===== src/rtl/alu_share_arbiter.sv =====
// rtl/alu_share_arbiter.sv - round-robin sharing of one combinational ALU between two requesters
module alu_share_arbiter #(
    parameter int WIDTH = 4,
    parameter int SEL_W = 3,
    parameter int CNT_W = 8
) (
    input  logic             clk,
    input  logic             rst_n,
    input  logic [1:0]       req_valid,
    output logic [1:0]       req_ready,
    input  logic [WIDTH-1:0] req0_rs,
    input  logic [WIDTH-1:0] req0_rt,
    input  logic [SEL_W-1:0] req0_sel,
    input  logic [WIDTH-1:0] req1_rs,
    input  logic [WIDTH-1:0] req1_rt,
    input  logic [SEL_W-1:0] req1_sel,
    output logic [1:0]       resp_valid,
    input  logic [1:0]       resp_ready,
    output logic [WIDTH-1:0] resp_data,
    output logic [WIDTH-1:0] alu_rs,
    output logic [WIDTH-1:0] alu_rt,
    output logic [SEL_W-1:0] alu_sel,
    input  logic [WIDTH-1:0] alu_rd,
    output logic             busy,
    output logic [CNT_W-1:0] op_count
);

    typedef enum logic [1:0] {
        IDLE = 2'd0,
        EXEC = 2'd1,
        RESP = 2'd2
    } state_t;

    state_t           state_q;
    logic             pri_q;
    logic             owner_q;
    logic             busy_q;
    logic [1:0]       resp_valid_q;
    logic [WIDTH-1:0] alu_rs_q;
    logic [WIDTH-1:0] alu_rt_q;
    logic [SEL_W-1:0] alu_sel_q;
    logic [WIDTH-1:0] resp_data_q;
    logic [CNT_W-1:0] op_count_q;
    logic [CNT_W-1:0] op_count_d;

    logic [1:0]       grant;
    logic             win;
    logic [WIDTH-1:0] win_rs;
    logic [WIDTH-1:0] win_rt;
    logic [SEL_W-1:0] win_sel;

    // Grant only exists in IDLE; pri_q breaks a tie between two valid requesters.
    always_comb begin
        grant = 2'b00;
        if (state_q == IDLE) begin
            case (req_valid)
                2'b01:   grant = 2'b01;
                2'b10:   grant = 2'b10;
                2'b11:   grant = pri_q ? 2'b10 : 2'b01;
                default: grant = 2'b00;
            endcase
        end
    end

    assign win        = grant[1];
    assign win_rs     = win ? req1_rs  : req0_rs;
    assign win_rt     = win ? req1_rt  : req0_rt;
    assign win_sel    = win ? req1_sel : req0_sel;
    assign op_count_d = op_count_q + CNT_W'(1);

    always_ff @(posedge clk or negedge rst_n) begin
        if (!rst_n) begin
            state_q      <= IDLE;
            pri_q        <= 1'b0;
            owner_q      <= 1'b0;
            busy_q       <= 1'b0;
            resp_valid_q <= 2'b00;
            alu_rs_q     <= '0;
            alu_rt_q     <= '0;
            alu_sel_q    <= '0;
            resp_data_q  <= '0;
            op_count_q   <= '0;
        end else begin
            case (state_q)
                IDLE: begin
                    if (grant != 2'b00) begin
                        alu_rs_q  <= win_rs;
                        alu_rt_q  <= win_rt;
                        alu_sel_q <= win_sel;
                        owner_q   <= win;
                        busy_q    <= 1'b1;
                        state_q   <= EXEC;
                    end
                end
                EXEC: begin
                    // alu_rd is only sampled here, after a full cycle of settling.
                    resp_data_q  <= alu_rd;
                    resp_valid_q <= owner_q ? 2'b10 : 2'b01;
                    state_q      <= RESP;
                end
                RESP: begin
                    if (resp_ready[owner_q]) begin
                        pri_q        <= ~owner_q;
                        op_count_q   <= op_count_d;
                        resp_valid_q <= 2'b00;
                        busy_q       <= 1'b0;
                        state_q      <= IDLE;
                    end
                end
                default: begin
                    resp_valid_q <= 2'b00;
                    busy_q       <= 1'b0;
                    state_q      <= IDLE;
                end
            endcase
        end
    end

    assign req_ready  = grant;
    assign resp_valid = resp_valid_q;
    assign resp_data  = resp_data_q;
    assign alu_rs     = alu_rs_q;
    assign alu_rt     = alu_rt_q;
    assign alu_sel    = alu_sel_q;
    assign busy       = busy_q;
    assign op_count   = op_count_q;

endmodule

===== config.mk =====
export PLATFORM = sky130hd
export DESIGN_NAME = alu_share_arbiter
export DESIGN_NICKNAME = d
export VERILOG_FILES = /design/src/rtl/alu_share_arbiter.sv
export SDC_FILE = /design/constraint.sdc
export NUM_CORES = 1
export LEC_CHECK = 0
export ABC_AREA = 0
export BUFFER_PORTS_ARGS = -buffer_cell sky130_fd_sc_hd__buf_2
export CAP_MARGIN = 20
export CELL_PAD_IN_SITES_DETAIL_PLACEMENT = 1
export CELL_PAD_IN_SITES_GLOBAL_PLACEMENT = 1
export CORE_ASPECT_RATIO = 1.1
export CORE_MARGIN = 4
export CORE_UTILIZATION = 35
export CTS_CLUSTER_SIZE = 20
export DETAILED_ROUTE_END_ITERATION = 10
export GPL_ROUTABILITY_DRIVEN = 1
export GPL_TIMING_DRIVEN = 0
export HOLD_SLACK_MARGIN = 0.03
export PLACE_DENSITY_LB_ADDON = 0.05
export REMOVE_ABC_BUFFERS = 1
export SYNTH_ARGS = -nofsm -noshare
export SYNTH_HDL_FRONTEND = slang
export SYNTH_SLANG_ARGS = --single-unit

===== constraint.sdc =====
create_clock -name clk -period 3.45 [get_ports clk]
set_input_delay 0 -clock clk [delete_from_list [all_inputs] [get_ports clk]]
set_output_delay 0 -clock clk [all_outputs]
set_load 0.005 [all_outputs]

Word-level counts from Yosys, hierarchy flattened
Index checks and enable logic that the tools add are counted.
- add/subtract/negate cells: 1
- $lt $le $gt $ge: 1
- eq/ne operators: 7
- mux-type cells: 16
- bitwise gates (word level): 3
- reductions and logical operators: 7
- operators by type and width (operator ; number):
    $pmux 2 s3 ; 3
    $mux 2 ; 5
    $add 8x1->8 const B ; 1
    $mux 4 ; 2
    $reduce_and 2->1 ; 4
    $eq 2x2->1 const B ; 3
    $eq 2x1->1 const B ; 2
    $mux 1 ; 4
    $mux 3 ; 1
    $not 1->1 ; 3
    $pmux 1 s3 ; 1
    $reduce_and 3->1 ; 1
    $logic_not 2->1 ; 1
    $lt 1x2->1 const B ; 1
    $ne 2x1->1 const B ; 1
    $ne 2x2->1 const B ; 1
    $reduce_bool 2->1 ; 1
- register bits after elaboration: 30
- input bits: 32
- output and inout port bits: 28
- logic and storage cells: 45

Logic depth before layout (Yosys ltp)
- depth in word-level cells: 6
- depth in mapped cells: 6
- depth with buffers taken out: 4

Least setup slack after synthesis
No wires, ideal clock.
- path type: flip-flop to flip-flop
- start point: register state_q[0]
- end point: register alu_rs_q[0], in the netlist alu_rs[0]
- setup time: 146 ps
- arrival: 1220 ps
- data required time: 3304 ps
- slack: 2084 ps
- stages on the path, launching flop included: 6
- buffers on the path: 2
- clock period less this slack: 1366 ps
- cell sequence: dfrtp_1 -> clkbuf_2 -> or2_2 -> clkbuf_1 -> o21ai_0 -> o311ai_0
- word-level cells in the longest chain between the ends: 4
- RTL lines (what ; RTL line ; RTL):
    start: declaration ; 34 ; state_t state_q;
    start signal: assignment ; 73 ; state_q <= IDLE;
    start signal: assignment ; 92 ; state_q <= EXEC;
    start signal: assignment ; 99 ; state_q <= RESP;
    $logic_not 2->1 (*) ; 55, 84 ;
    $mux 2 ; 55 ; if (state_q == IDLE) begin
    $reduce_bool 2->1 ; 86 ; if (grant != 2'b00) begin
    $reduce_and 2->1 (no line) ; n/a ;
    end signal: assignment ; 87 ; alu_rs_q <= win_rs;
    end: declaration ; 39 ; logic [WIDTH-1:0] alu_rs_q;
Mark *: on every way between the ends. The rest lies on a longest branch, timed or not.
A chain may end at the register's enable or synchronous reset.

Final worst setup path
- start point: register state_q[0]
- end point: register alu_rs_q[3], in the netlist alu_rs[3]
Same word-level chain as after synthesis.

==> metrics <==
status finished, final reports clean; WP data required between 3 and 4 ns; final hold vios 0; Yosys reg bits 30; Post-DP Area 1760 um2; multi-input logic area a little under 600 um2; clk buf depth 2; Startpoint Class register; Via Count roughly 1300; layout overhead on the synthesized area 38.7%; largest net degree at the start of global routing 31; setup violators final 0; Port Buffers ~60; total die area 5190 um2; Hold Path Class input port to register; relative slew slack 0.527; die height around 75 um; gr busiest metal met2; Storage cell area between 700 and 800 um2; sequential element share of the synthesized area 0.524; # resized after CTS 0; cell family with most CP delay buffers and inverters; num rows 24; share of cells above drive strength 1 0.360; GRT Total Usage 0.166; First-pass DRT Iterations 4; latest clock arrival within the worst-skew pair around 0.27 ns; post-synth top area share 0.524; Worst Tran Pin Value roughly 0.71 ns; met2 Usage GRT 0.298; Post-Syn Instances ~140; Netlist cell types 29; net count reported at finish 244; Via density between 5 and 6; drt first-iter violations between 60 and 70; clock-pin slew on the worst setup and hold paths approximately 0.06 ns; Finished Layout Cells ~260; Core ar. approximately 4000 um2; Worst setup EP type register; CTS tree done; met3 global-route usage 0.0481; Synth area leaders dfrtp_1, o21ai_0, o311ai_0; Avg WL per Cell between 15 and 20 um; CP Class register to register; VDD IR-drop max between 0.0002 and 0.0003 V; grt ovf 0; Placed Cells ~240; Antenna Violating Nets Remaining 0; max-slew violations 0; syn avg cell area between 10 and 15 um2; Warnings, synthesis 0; DRT Wirelength approximately 4100 um; I/O pins 60; initial antenna violation count 0; CP Max Fanout 14; Power Density 807 nW/um2; MaxCap Viol Count 0; first-pass GRT wire length between 6000 and 7000 um; number of diodes 0; Chip Width a little under 70 um; Worst Path Buf+Inv 2; Total Neg Setup Slack 0 ns; Final Cycle Share 0.643; Max Freq ~450 MHz; ys async rst share 1.00; crit-path max cell delay between 0.5 and 0.6 ns; # clock sinks 30; RSZ-0062 raised after global routing false; Finished Core Util 0.502; Worst Skew between 0.003 and 0.004 ns; Max stage delay cell, worst path dlygate4sd3_1; Root Buffer clkbuf_8; DRC Markers 0; R2R Setup Slk around 1.2 ns; fin area roughly 2000 um2; CTS Buf Count 5; placed wire-length estimate ~2800 um; Starting Density 0.362; Arr. time, crit path roughly 2.4 ns; gpl congestion just under 0.8; # fillers around 480; # H-tree levels 2; cell chain of the critical path nor2_4 > o21ai_0 > buf_4 > o311ai_1 > dlygate4sd3_1; PnR Total Power ~1600 uW; Period minus WS final about 2.2 ns; leakage about 0.00096 uW; number of enable flip-flop cells after synthesis 0; met1 GRT Util 0.198; vias in the first global route between 1000 and 1500; Synth Flop Type dfrtp_1; synthesized area between 1000 and 1500 um2; cell taking the most area after synthesis dfrtp_1
-- stage by stage --
stage | hold WS, ns | setup WS, ns
finish | 0.0293 | 1.23
CTS | 0.0307 | 1.24
global route | 0.0458 | 1.06
floorplan | -0.296 | 2.03
detailed placement | 0.101 | 1.64
global placement | 0.0744 | 1.54
-- cell usage in the layout, fill, tap and decap left out, types with 2 or more instances in the layout --
cell / instances
o311ai_0: 10
nand2b_1: 2
dfrtp_1: 30
nand3_1: 2
nand2_1: 4
clkbuf_8: 5
o21ai_0: 18
nor3_1: 2
inv_1: 16
nand4_1: 12
o22ai_1: 2
xor2_1: 7
buf_2: 59
nor4_1: 2
dlygate4sd3_1: 15
nor2_1: 4
mux2_2: 6
clkbuf_1: 2
-- cell families (layout without fill, tap and decap cells) --
logic type / Yosys count / after routing / synth area share
DFF: 30 / 30 / 0.524
buffers and inverters: 24 / 98 / 0.0698
AOI/OAI and AO/OA: 34 / 34 / 0.154
and+or+nand+nor: 34 / 34 / 0.145
muxes: 7 / 7 / 0.0567
adders and majority gates: 1 / 1 / 0.00872
xor gates and xnor gates: 7 / 7 / 0.0428
-- worst reg2reg max path: stages, from the launching register on --
cell and delay [ns]:
dfrtp_1 0.48, nor2_4 0.35, o21ai_0 0.29, buf_4 0.24, o311ai_1 0.22, dlygate4sd3_1 0.57
-- Yosys cell counts, drive strengths merged (2+ instances only) --
library cell and n:
mux2 6, clkbuf 7, o21ai 18, nor2 5, dfrtp 30, nand4 12, nand2b 2, nor4 2
xor2 7, o311ai 11, and3 2, nand2 4, nor3 2, o22ai 2, inv 16, nand3 2
-- report_power, final --
part	total, uW	switching (uW)	internal, uW	leakage [uW]
sequential	665	142	523	0.000356
combinational	676	344	332	0.000566
clock	263	124	139	0.0000383
-- timing repair --
action,CTS,global route
endpoints found under the hold margin,42,0
setup buffers,0,0
hold buffers,15,0
-- state kept, by name (all words and copies together) (netlist names) --
signal      count
pri_q           1
state_q         2
alu_rt          4
alu_sel         3
alu_rs          4
op_count        8
owner_q         1
busy            1
resp_data       4
resp_valid      2
-- path summary, 6_finish.rpt --
kind | startpoint | end | cells past startpoint
hold reg to reg | op_count[7] | op_count[7] | 1
hold / removal | req0_sel[1] | alu_sel[1] | 3
min in group asynchronous | rst_n | busy | 2
setup / recovery | state_q[0] | alu_rs[3] | 5
max in group asynchronous | rst_n | op_count[1] | 2
setup reg to reg | state_q[0] | alu_rs[3] | 5
-- area by class of cell --
| type | instances | area share |
|---|---|---|
| flip-flops and latches | 30 | 0.378 |
| multi-input cells | 83 | 0.293 |
| repair buffers | 75 | 0.228 |
| clock buffers | 7 | 0.0384 |
| well taps | 52 | 0.0327 |
| inverters | 16 | 0.0302 |
-- per-layer routing --
metal | part of all wire | vias to the layer above
li1 | - | 641
met3 | 0.051 | 5
met2 | 0.51 | 43
met1 | 0.43 | 658
met4 | 0.0062 | 0
met5 | 0 | -
(Power assumes the default switching activity.)
